File: src/rtl/booth_mult_seq.sv
// booth_mult_seq: sequential radix-2 Booth multiplier, controller and datapath
// in one block. Signed and unsigned operands are handled by extending both to
// WIDTH+1 bits and running WIDTH+1 fused add/shift iterations.
//
// Handshake: start is sampled only in IDLE. busy is high in INIT, RUN and
// DONE. valid is a one-cycle pulse in DONE, and hi/lo carry the product
// during that pulse and hold it until the next DONE or RST.
//
// Optional feature macro: MULT_OVF_FLAG_EN adds a registered overflow output
// that flags a product that does not fit in WIDTH bits.
module booth_mult_seq #(
    parameter int WIDTH = 32
) (
    input  logic             CLK,
    input  logic             RST,
    input  logic             start,
    input  logic             is_signed,
    input  logic [WIDTH-1:0] multiplicand,
    input  logic [WIDTH-1:0] multiplier,
    output logic             busy,
    output logic             valid,
    output logic [WIDTH-1:0] hi,
    output logic [WIDTH-1:0] lo
`ifdef MULT_OVF_FLAG_EN
    ,
    output logic             overflow
`endif
);

    localparam int W1 = WIDTH + 1;
    localparam int CW = $clog2(WIDTH + 2);

    typedef enum logic [1:0] {
        S_IDLE = 2'd0,
        S_INIT = 2'd1,
        S_RUN  = 2'd2,
        S_DONE = 2'd3
    } state_t;

    state_t state;
    state_t state_nxt;

    // Operands captured on the start edge
    logic [WIDTH-1:0] m_in;
    logic [WIDTH-1:0] q_in;
    logic             sgn_in;

    // Booth working registers: {acc_a, acc_q, q_m1} is the shifting word
    logic [W1-1:0]    acc_a;
    logic [W1-1:0]    acc_q;
    logic             q_m1;
    logic [W1-1:0]    m_ext;
    logic [CW-1:0]    count;

    // One Booth iteration and the product it would yield if it is the last
    logic [W1-1:0]    sum;
    logic [W1-1:0]    a_shift;
    logic [W1-1:0]    q_shift;
    logic [WIDTH-1:0] prod_hi;
    logic [WIDTH-1:0] prod_lo;

    // Extend an operand to W1 bits according to the captured signedness
    function automatic logic [W1-1:0] ext(input logic sgn, input logic [WIDTH-1:0] x);
        return {sgn & x[WIDTH-1], x};
    endfunction

    // State register
    always_ff @(posedge CLK) begin
        if (RST) begin
            state <= S_IDLE;
        end else begin
            state <= state_nxt;
        end
    end

    // Next-state and handshake outputs
    always_comb begin
        state_nxt = state;
        busy      = 1'b0;
        valid     = 1'b0;
        case (state)
            S_IDLE: begin
                if (start) begin
                    state_nxt = S_INIT;
                end
            end
            S_INIT: begin
                busy      = 1'b1;
                state_nxt = S_RUN;
            end
            S_RUN: begin
                busy = 1'b1;
                if (count == CW'(1)) begin
                    state_nxt = S_DONE;
                end
            end
            S_DONE: begin
                busy      = 1'b1;
                valid     = 1'b1;
                state_nxt = S_IDLE;
            end
            default: begin
                state_nxt = S_IDLE;
            end
        endcase
    end

    // Fused Booth add/subtract and arithmetic right shift of {A,Q,q_1}
    always_comb begin
        sum = acc_a;
        case ({acc_q[0], q_m1})
            2'b01:   sum = acc_a + m_ext;
            2'b10:   sum = acc_a - m_ext;
            default: sum = acc_a;
        endcase
        a_shift = {sum[W1-1], sum[W1-1:1]};
        q_shift = {sum[0], acc_q[W1-1:1]};
        // Low 2*WIDTH bits of the shifted {A,Q}
        prod_hi = {a_shift[WIDTH-2:0], q_shift[WIDTH]};
        prod_lo = q_shift[WIDTH-1:0];
    end

`ifdef MULT_OVF_FLAG_EN
    logic ovf_nxt;

    // Product does not fit in WIDTH bits of the selected signedness
    always_comb begin
        if (sgn_in) begin
            ovf_nxt = (prod_hi != {WIDTH{prod_lo[WIDTH-1]}});
        end else begin
            ovf_nxt = (prod_hi != '0);
        end
    end
`endif

    // Datapath: capture, initialise, iterate and register the result
    always_ff @(posedge CLK) begin
        if (RST) begin
            m_in     <= '0;
            q_in     <= '0;
            sgn_in   <= 1'b0;
            acc_a    <= '0;
            acc_q    <= '0;
            q_m1     <= 1'b0;
            m_ext    <= '0;
            count    <= '0;
            hi       <= '0;
            lo       <= '0;
`ifdef MULT_OVF_FLAG_EN
            overflow <= 1'b0;
`endif
        end else begin
            case (state)
                S_IDLE: begin
                    if (start) begin
                        m_in   <= multiplicand;
                        q_in   <= multiplier;
                        sgn_in <= is_signed;
                    end
                end
                S_INIT: begin
                    acc_a <= '0;
                    acc_q <= ext(sgn_in, q_in);
                    q_m1  <= 1'b0;
                    m_ext <= ext(sgn_in, m_in);
                    count <= CW'(W1);
                end
                S_RUN: begin
                    acc_a <= a_shift;
                    acc_q <= q_shift;
                    q_m1  <= acc_q[0];
                    count <= count - CW'(1);
                    if (count == CW'(1)) begin
                        hi       <= prod_hi;
                        lo       <= prod_lo;
`ifdef MULT_OVF_FLAG_EN
                        overflow <= ovf_nxt;
`endif
                    end
                end
                default: begin
                end
            endcase
        end
    end

endmodule

File: config.mk
export PLATFORM = sky130hd
export DESIGN_NAME = booth_mult_seq
export DESIGN_NICKNAME = d
export VERILOG_FILES = /design/src/rtl/booth_mult_seq.sv
export SDC_FILE = /design/constraint.sdc
export NUM_CORES = 1
export LEC_CHECK = 0
export ABC_AREA = 0
export BUFFER_PORTS_ARGS = -buffer_cell sky130_fd_sc_hd__buf_4
export CORE_MARGIN = 8
export CORE_UTILIZATION = 59
export DETAILED_ROUTE_END_ITERATION = 6
export GPL_TIMING_DRIVEN = 0
export PLACE_DENSITY = 0.79
export SLEW_MARGIN = 25
export SYNTH_ARGS = -nofsm -noshare
export SYNTH_HDL_FRONTEND = slang
export SYNTH_SLANG_ARGS = --single-unit
File: constraint.sdc
create_clock -name CLK -period 4.4 [get_ports CLK]
set_input_delay 0.22 -clock CLK [delete_from_list [all_inputs] [get_ports CLK]]
set_output_delay 0.22 -clock CLK [all_outputs]
set_load 0.005 [all_outputs]
Word-level counts from Yosys, hierarchy flattened
Cells that the tools add are included.
{"block": "word_totals", "reg_bits": 237, "out_inout_bits": 66, "word_cells": 40}
{"block": "op_classes", "addsub": 3, "eq_ne": 8, "n_mux": 10, "bitwise": 2, "n_reduce_logical": 6}
{"cell": "$pmux W33 S2", "n": 3}
{"cell": "$add A33 B33 Y33", "n": 1}
{"cell": "$sub A33 B33 Y33", "n": 1}
{"cell": "$pmux W6 S2", "n": 1}
{"cell": "$pmux W2 S4", "n": 1}
{"cell": "$eq A2 B2 Y1 const B", "n": 3}
{"cell": "$eq A6 B1 Y1 const B", "n": 1}
{"cell": "$reduce_and A2 Y1", "n": 3}
{"cell": "$sub A6 B1 Y6 const B", "n": 1}
{"cell": "$eq A2 B1 Y1 const B", "n": 2}
{"cell": "$mux W2", "n": 2}
{"cell": "$ne A2 B2 Y1 const B", "n": 2}
{"cell": "$reduce_or A3 Y1", "n": 1}
{"cell": "$and A1 B1 Y1", "n": 2}
{"cell": "$logic_not A2 Y1", "n": 1}
{"cell": "$mux W1", "n": 2}
{"cell": "$pmux W1 S2", "n": 1}
{"cell": "$reduce_bool A2 Y1", "n": 1}

Depth between registers and ports, before layout
{"block": "depth", "word_depth": 3, "mapped_depth": 17, "mapped_depth_nobuf": 17}

Worst setup path before layout
OpenSTA, ideal clock, no wires.
{"block": "synth_timing", "path_kind": "register -> register", "from": "reg m_ext[0]", "to": "reg hi[29]", "t_arrival_ns": 3.543, "t_required_ns": 4.299, "setup_slack_ns": 0.756, "path_stages_with_launch": 18, "path_buffers": 1, "path_cell_list": "dfxtp_1 > inv_1 > ha_1 > nor4b_2 > and3b_1 > nor3b_4 > a21oi_1 > xnor2_1 > ha_1 > buf_2 > a21oi_1 > o21ai_0 > a2111oi_0 > o21bai_1 > a31oi_1 > o31ai_1 > xnor2_1 > o41ai_1"}
{"block": "synth_between", "elab_chain_cells": 2}
{"element": "start, declared", "line": "52", "source": "logic [W1-1:0] m_ext;"}
{"element": "start signal, assigned", "line": "165", "source": "m_ext <= ext(sgn_in, m_in);"}
{"element": "$sub A33 B33 Y33 or $add A33 B33 Y33 (tied branches)", "line": "113, 112"}
{"element": "$pmux W33 S2 *", "line": "111", "source": "case ({acc_q[0], q_m1})"}
{"element": "end signal, assigned", "line": "174", "source": "hi <= prod_hi;"}
{"element": "end, declared", "line": "22", "source": "output logic [WIDTH-1:0] hi,"}
Every way passes the cells marked *; elsewhere a longest branch is shown, timed or not.
A chain may end at the register's enable or synchronous reset.

Final worst setup path
{"block": "layout_timing", "from": "reg m_ext[0]", "to": "reg acc_a[29]"}
{"block": "layout_between", "elab_chain_cells": 3}
{"element": "$sub A33 B33 Y33 or $add A33 B33 Y33 (tied branches)", "line": "113, 112"}
{"element": "$pmux W33 S2 *", "line": "111"}
{"element": "$pmux W33 S2 *", "line": "153", "source": "case (state)"}
{"element": "end signal, assigned", "line": "169", "source": "acc_a <= a_shift;"}
{"element": "end, declared", "line": "49", "source": "logic [W1-1:0] acc_a;"}
Marked as above.

==> metrics.txt <==
# TYPE chip_impl_metric gauge
chip_impl_metric{name="grt_first_pass_wirelength",unit="um"} 57800
chip_impl_metric{name="timing.final.crit_share",unit="%"} 96.1
chip_impl_metric{name="clock_sink_count",unit=""} 236
chip_impl_metric{name="stdcell_area",unit="um2"} 14400
chip_impl_metric{name="syn-cell-area",unit="um2"} 11500
chip_impl_info{name="cts_tree",value="done"} 1
chip_impl_metric{name="required",unit="ps"} 4780
chip_impl_metric{name="core_region_area",unit="um2"} 19300
chip_impl_metric{name="place_hpwl",unit="um"} 25400
chip_impl_metric{name="static_leakage",unit="uW"} 0.00567
chip_impl_metric{name="num-fill-cells",unit=""} 1453
chip_impl_metric{name="placement.cell_area",unit="um2"} 12800
chip_impl_metric{name="max-clock-path-buffers",unit=""} 3
chip_impl_metric{name="syn_nets",unit=""} 1534
chip_impl_info{name="yosys.cell_count.top_type",value="nand2_1"} 1
chip_impl_info{name="critPathCaptureType",value="register"} 1
chip_impl_info{name="yosysTopAreaCell",value="dfxtp_1"} 1
chip_impl_metric{name="layout.area.seq",unit="um2"} 4730
chip_impl_metric{name="postSynth.asyncResetShare",unit="%"} 0
chip_impl_metric{name="effective_utilization_at_floorplan",unit="%"} 59.5
chip_impl_metric{name="io-pin-count",unit=""} 134
chip_impl_metric{name="synth_edf_count",unit=""} 0
chip_impl_metric{name="synthToLayoutAreaGrowth",unit="%"} 25.5
chip_impl_metric{name="drive_gt1_share",unit="%"} 12.9
chip_impl_info{name="min_to",value="state[0]$_SDFFE_PP0P_"} 1
chip_impl_metric{name="worstSkewPairLatency",unit="ps"} 550
chip_impl_metric{name="slew_viol_final",unit=""} 0
chip_impl_metric{name="ant_nets",unit=""} 0
chip_impl_metric{name="clkSlewWorstSetupHoldPaths",unit="ps"} 60
chip_impl_metric{name="slew-limit-headroom",unit="%"} 35.0
chip_impl_info{name="kind_of_critical_path",value="register to register"} 1
chip_impl_metric{name="timing.reg2reg.setup_slack",unit="ps"} 170
chip_impl_metric{name="powerDensity",unit="nW/um2"} 719
chip_impl_metric{name="dr_iter_0_viols",unit=""} 738
chip_impl_metric{name="synth_area_per_cell",unit="um2"} 8.06
chip_impl_metric{name="gr-usage-all-layers",unit="%"} 29.7
chip_impl_metric{name="die_height",unit="um"} 155
chip_impl_metric{name="worstPathArrival",unit="ps"} 4610
chip_impl_metric{name="detail_route.wirelength",unit="um"} 36800
chip_impl_metric{name="grt_start_max_net_pins",unit=""} 15
chip_impl_metric{name="initial_antenna_violation_count",unit=""} 0
chip_impl_metric{name="whs_path_depth",unit=""} 4
chip_impl_info{name="timing.hold.worst.start",value="start"} 1
chip_impl_metric{name="gpl.final_weighted_congestion",unit=""} 0.930
chip_impl_info{name="synth_flop_cell",value="dfxtp_1"} 1
chip_impl_metric{name="syn_inst",unit=""} 1424
chip_impl_metric{name="reg2reg_depth",unit=""} 16
chip_impl_metric{name="worst-slew-pin-transition",unit="ps"} 971
chip_impl_metric{name="max_freq",unit="GHz"} 0.237
chip_impl_metric{name="htree_num_levels",unit=""} 1
chip_impl_metric{name="critPathMaxFanout",unit=""} 9
chip_impl_info{name="status",value="complete, no violations"} 1
chip_impl_metric{name="maximum_capacitance_violations",unit=""} 0
chip_impl_metric{name="synth_warnings",unit=""} 0
chip_impl_info{name="hp-class",value="input port to register"} 1
chip_impl_metric{name="fin_hold_ws",unit="ps"} 46.3
chip_impl_info{name="timing.rr.end",value="acc_a[29]$_SDFFE_PP0P_"} 1
chip_impl_metric{name="die-area",unit="um2"} 24200
chip_impl_metric{name="routed-via-count",unit=""} 11300
chip_impl_metric{name="route.detailed.vias_per_inst",unit=""} 5.81
chip_impl_metric{name="via_count_of_the_first_global_routing_pass",unit=""} 11200
chip_impl_metric{name="final_hold_viol_count",unit=""} 0
chip_impl_info{name="rr_startpoint",value="m_ext[0]$_SDFFE_PP0P_"} 1
chip_impl_metric{name="n_antenna_cell",unit=""} 0
chip_impl_metric{name="overflow",unit=""} 0
chip_impl_metric{name="place.port_buffers",unit=""} 132
chip_impl_metric{name="cts-buffers-inserted",unit=""} 25
chip_impl_metric{name="synth.top_cell.area_share",unit="%"} 41.2
chip_impl_metric{name="multi_input_comb_area",unit="um2"} 6380
chip_impl_metric{name="synth.yosys.seq_area_share",unit="%"} 41.2
chip_impl_metric{name="detail_route.first_pass.iterations",unit=""} 7
chip_impl_metric{name="nets",unit=""} 1763
chip_impl_info{name="cts-root-buf",value="clkbuf_16"} 1
chip_impl_metric{name="irDropWorstVdd",unit="V"} 0.000385
chip_impl_metric{name="clock-skew-final",unit="ps"} 14.5
chip_impl_metric{name="drc",unit=""} 0
chip_impl_metric{name="routedWlPerCell",unit="um"} 19.0
chip_impl_metric{name="finalSetupViolations",unit=""} 0
chip_impl_metric{name="dieWidth",unit="um"} 155
chip_impl_info{name="synth_top_cells_by_area",value="dfxtp_1, nand2_1, a21oi_1"} 1
chip_impl_metric{name="synth_cell_types",unit=""} 65
chip_impl_info{name="critPathLaunchType",value="register"} 1
chip_impl_metric{name="finalWorstPathRequiredPeriod",unit="ps"} 4230
chip_impl_metric{name="synth.ff_latch_count",unit=""} 236
chip_impl_metric{name="placementRows",unit=""} 51
chip_impl_info{name="synth_common_cells",value="nand2_1, dfxtp_1, a21oi_1"} 1
[timing repair]
| item | 4_1_cts | 5_1_grt |
|---|---|---|
| hold endpoints to repair | 65 | 0 |
| pin swaps | 1 | 8 |
| hold buffers | 65 | 0 |
| resized for setup | 6 | 16 |
| buffers inserted | 1 | 5 |
| endpoints found under the setup margin | 25 | 24 |
[worst max path at each step]
| stage | start | endpoint | depth (start not counted) |
|---|---|---|---|
| floorplan | m_ext[0]$_SDFFE_PP0P_ | hi[29]$_SDFFE_PP0P_ | 17 |
| global placement | m_ext[2]$_SDFFE_PP0P_ | hi[20]$_SDFFE_PP0P_ | 15 |
| detailed placement | m_ext[2]$_SDFFE_PP0P_ | hi[20]$_SDFFE_PP0P_ | 15 |
| CTS | m_ext[2]$_SDFFE_PP0P_ | hi[20]$_SDFFE_PP0P_ | 15 |
| global route | m_ext[2]$_SDFFE_PP0P_ | hi[20]$_SDFFE_PP0P_ | 17 |
| finish | m_ext[0]$_SDFFE_PP0P_ | acc_a[29]$_SDFFE_PP0P_ | 16 |
[cell type report]
cell class              instances  area share, %
well taps                     265           2.30
inverters                      28          0.730
multi-input cells            1066           44.3
clock buffers                  31           4.64
repair buffers                203           11.7
plain buffers                  93           2.48
clock inverters                13           1.01
flip-flops and latches        236           32.8
[metal layers]
metal  vias up  share of wire (%)  GRT usage [%]
met4         0                4.1           13.1
met3        98                7.5           4.55
met5         -                  0              0
li1       5408                  -              -
met1      5266                 40           36.4
met2       480                 48           50.6
[through the flow]
| stage | utilization (%) | total power, uW | instances | setup WS (ps) | setup TNS [ps] |
|---|---|---|---|---|---|
| 2_1_floorplan | - | 6510 | 1424 | 756 | 0 |
| 3_3_place_gp | 66.4 | 7790 | 1821 | -524 | -6170 |
| 3_5_place_dp | 66.4 | 7860 | 1821 | -517 | -7270 |
| 4_1_cts | 74.2 | 10100 | 1931 | 32.5 | 0 |
| 5_1_grt | 74.7 | 11000 | 1935 | -22.9 | -73.4 |
| 6_report | 74.7 | 10400 | 1935 | 172 | 0 |
[power by group]
group	internal, uW	switching, uW	total [uW]
registers	2450	235	2680
clock network	1210	920	2130
logic	2110	3430	5540
total	5770	4590	10400
[logic make-up (layout without fill, tap and decap cells)]
kind of cell / Yosys count / count (layout) / synth area share, %
AOI/OAI and AO/OA: 370 / 370 / 19.7
DFF: 236 / 236 / 41.2
muxes: 76 / 76 / 6.65
adders and majority gates: 42 / 42 / 4.65
buffers and inverters: 122 / 368 / 4.05
xor gates and xnor gates: 57 / 57 / 4.35
and+or+nand+nor: 521 / 521 / 19.4
[worst max-delay path, cell delays in order, from the launching register on]
cell and delay (ps):
dfxtp_1 370, inv_1 80, ha_1 200, nor4b_4 270, and3b_2 270, nor3b_4 310
buf_4 210, a31oi_1 100, xnor2_1 160, ha_1 400, nand2_1 210, nor2_1 90
a22o_1 220, nor3_1 530, a31oi_1 220, mux2i_1 270, o21ai_0 140
[state kept, by name (all words and copies together), names as in the netlist]
register,cells
state,2
m_in,32
count,6
acc_a,32
m_ext,33
lo,32
sgn_in,1
q_in,32
q_m1,1
hi,32
acc_q,33
[cells in the final DEF, fill, tap and decap left out, types with 9 or more instances in the layout]
cell type / n
dlygate4sd3_1: 65
clkbuf_16: 25
nor2_1: 146
nor3_1: 30
a22oi_1: 9
clkbuf_1: 80
ha_1: 40
inv_1: 27
xnor2_1: 45
xor2_1: 12
a31oi_1: 17
nand3_1: 10
buf_4: 138
dfxtp_1: 234
a21oi_1: 162
mux2i_1: 74
a21o_1: 11
a32oi_1: 9
a211oi_1: 37
or3_1: 10
o21ai_0: 66
buf_1: 11
nand2_1: 273
Power figures use the tool's default switching activity.
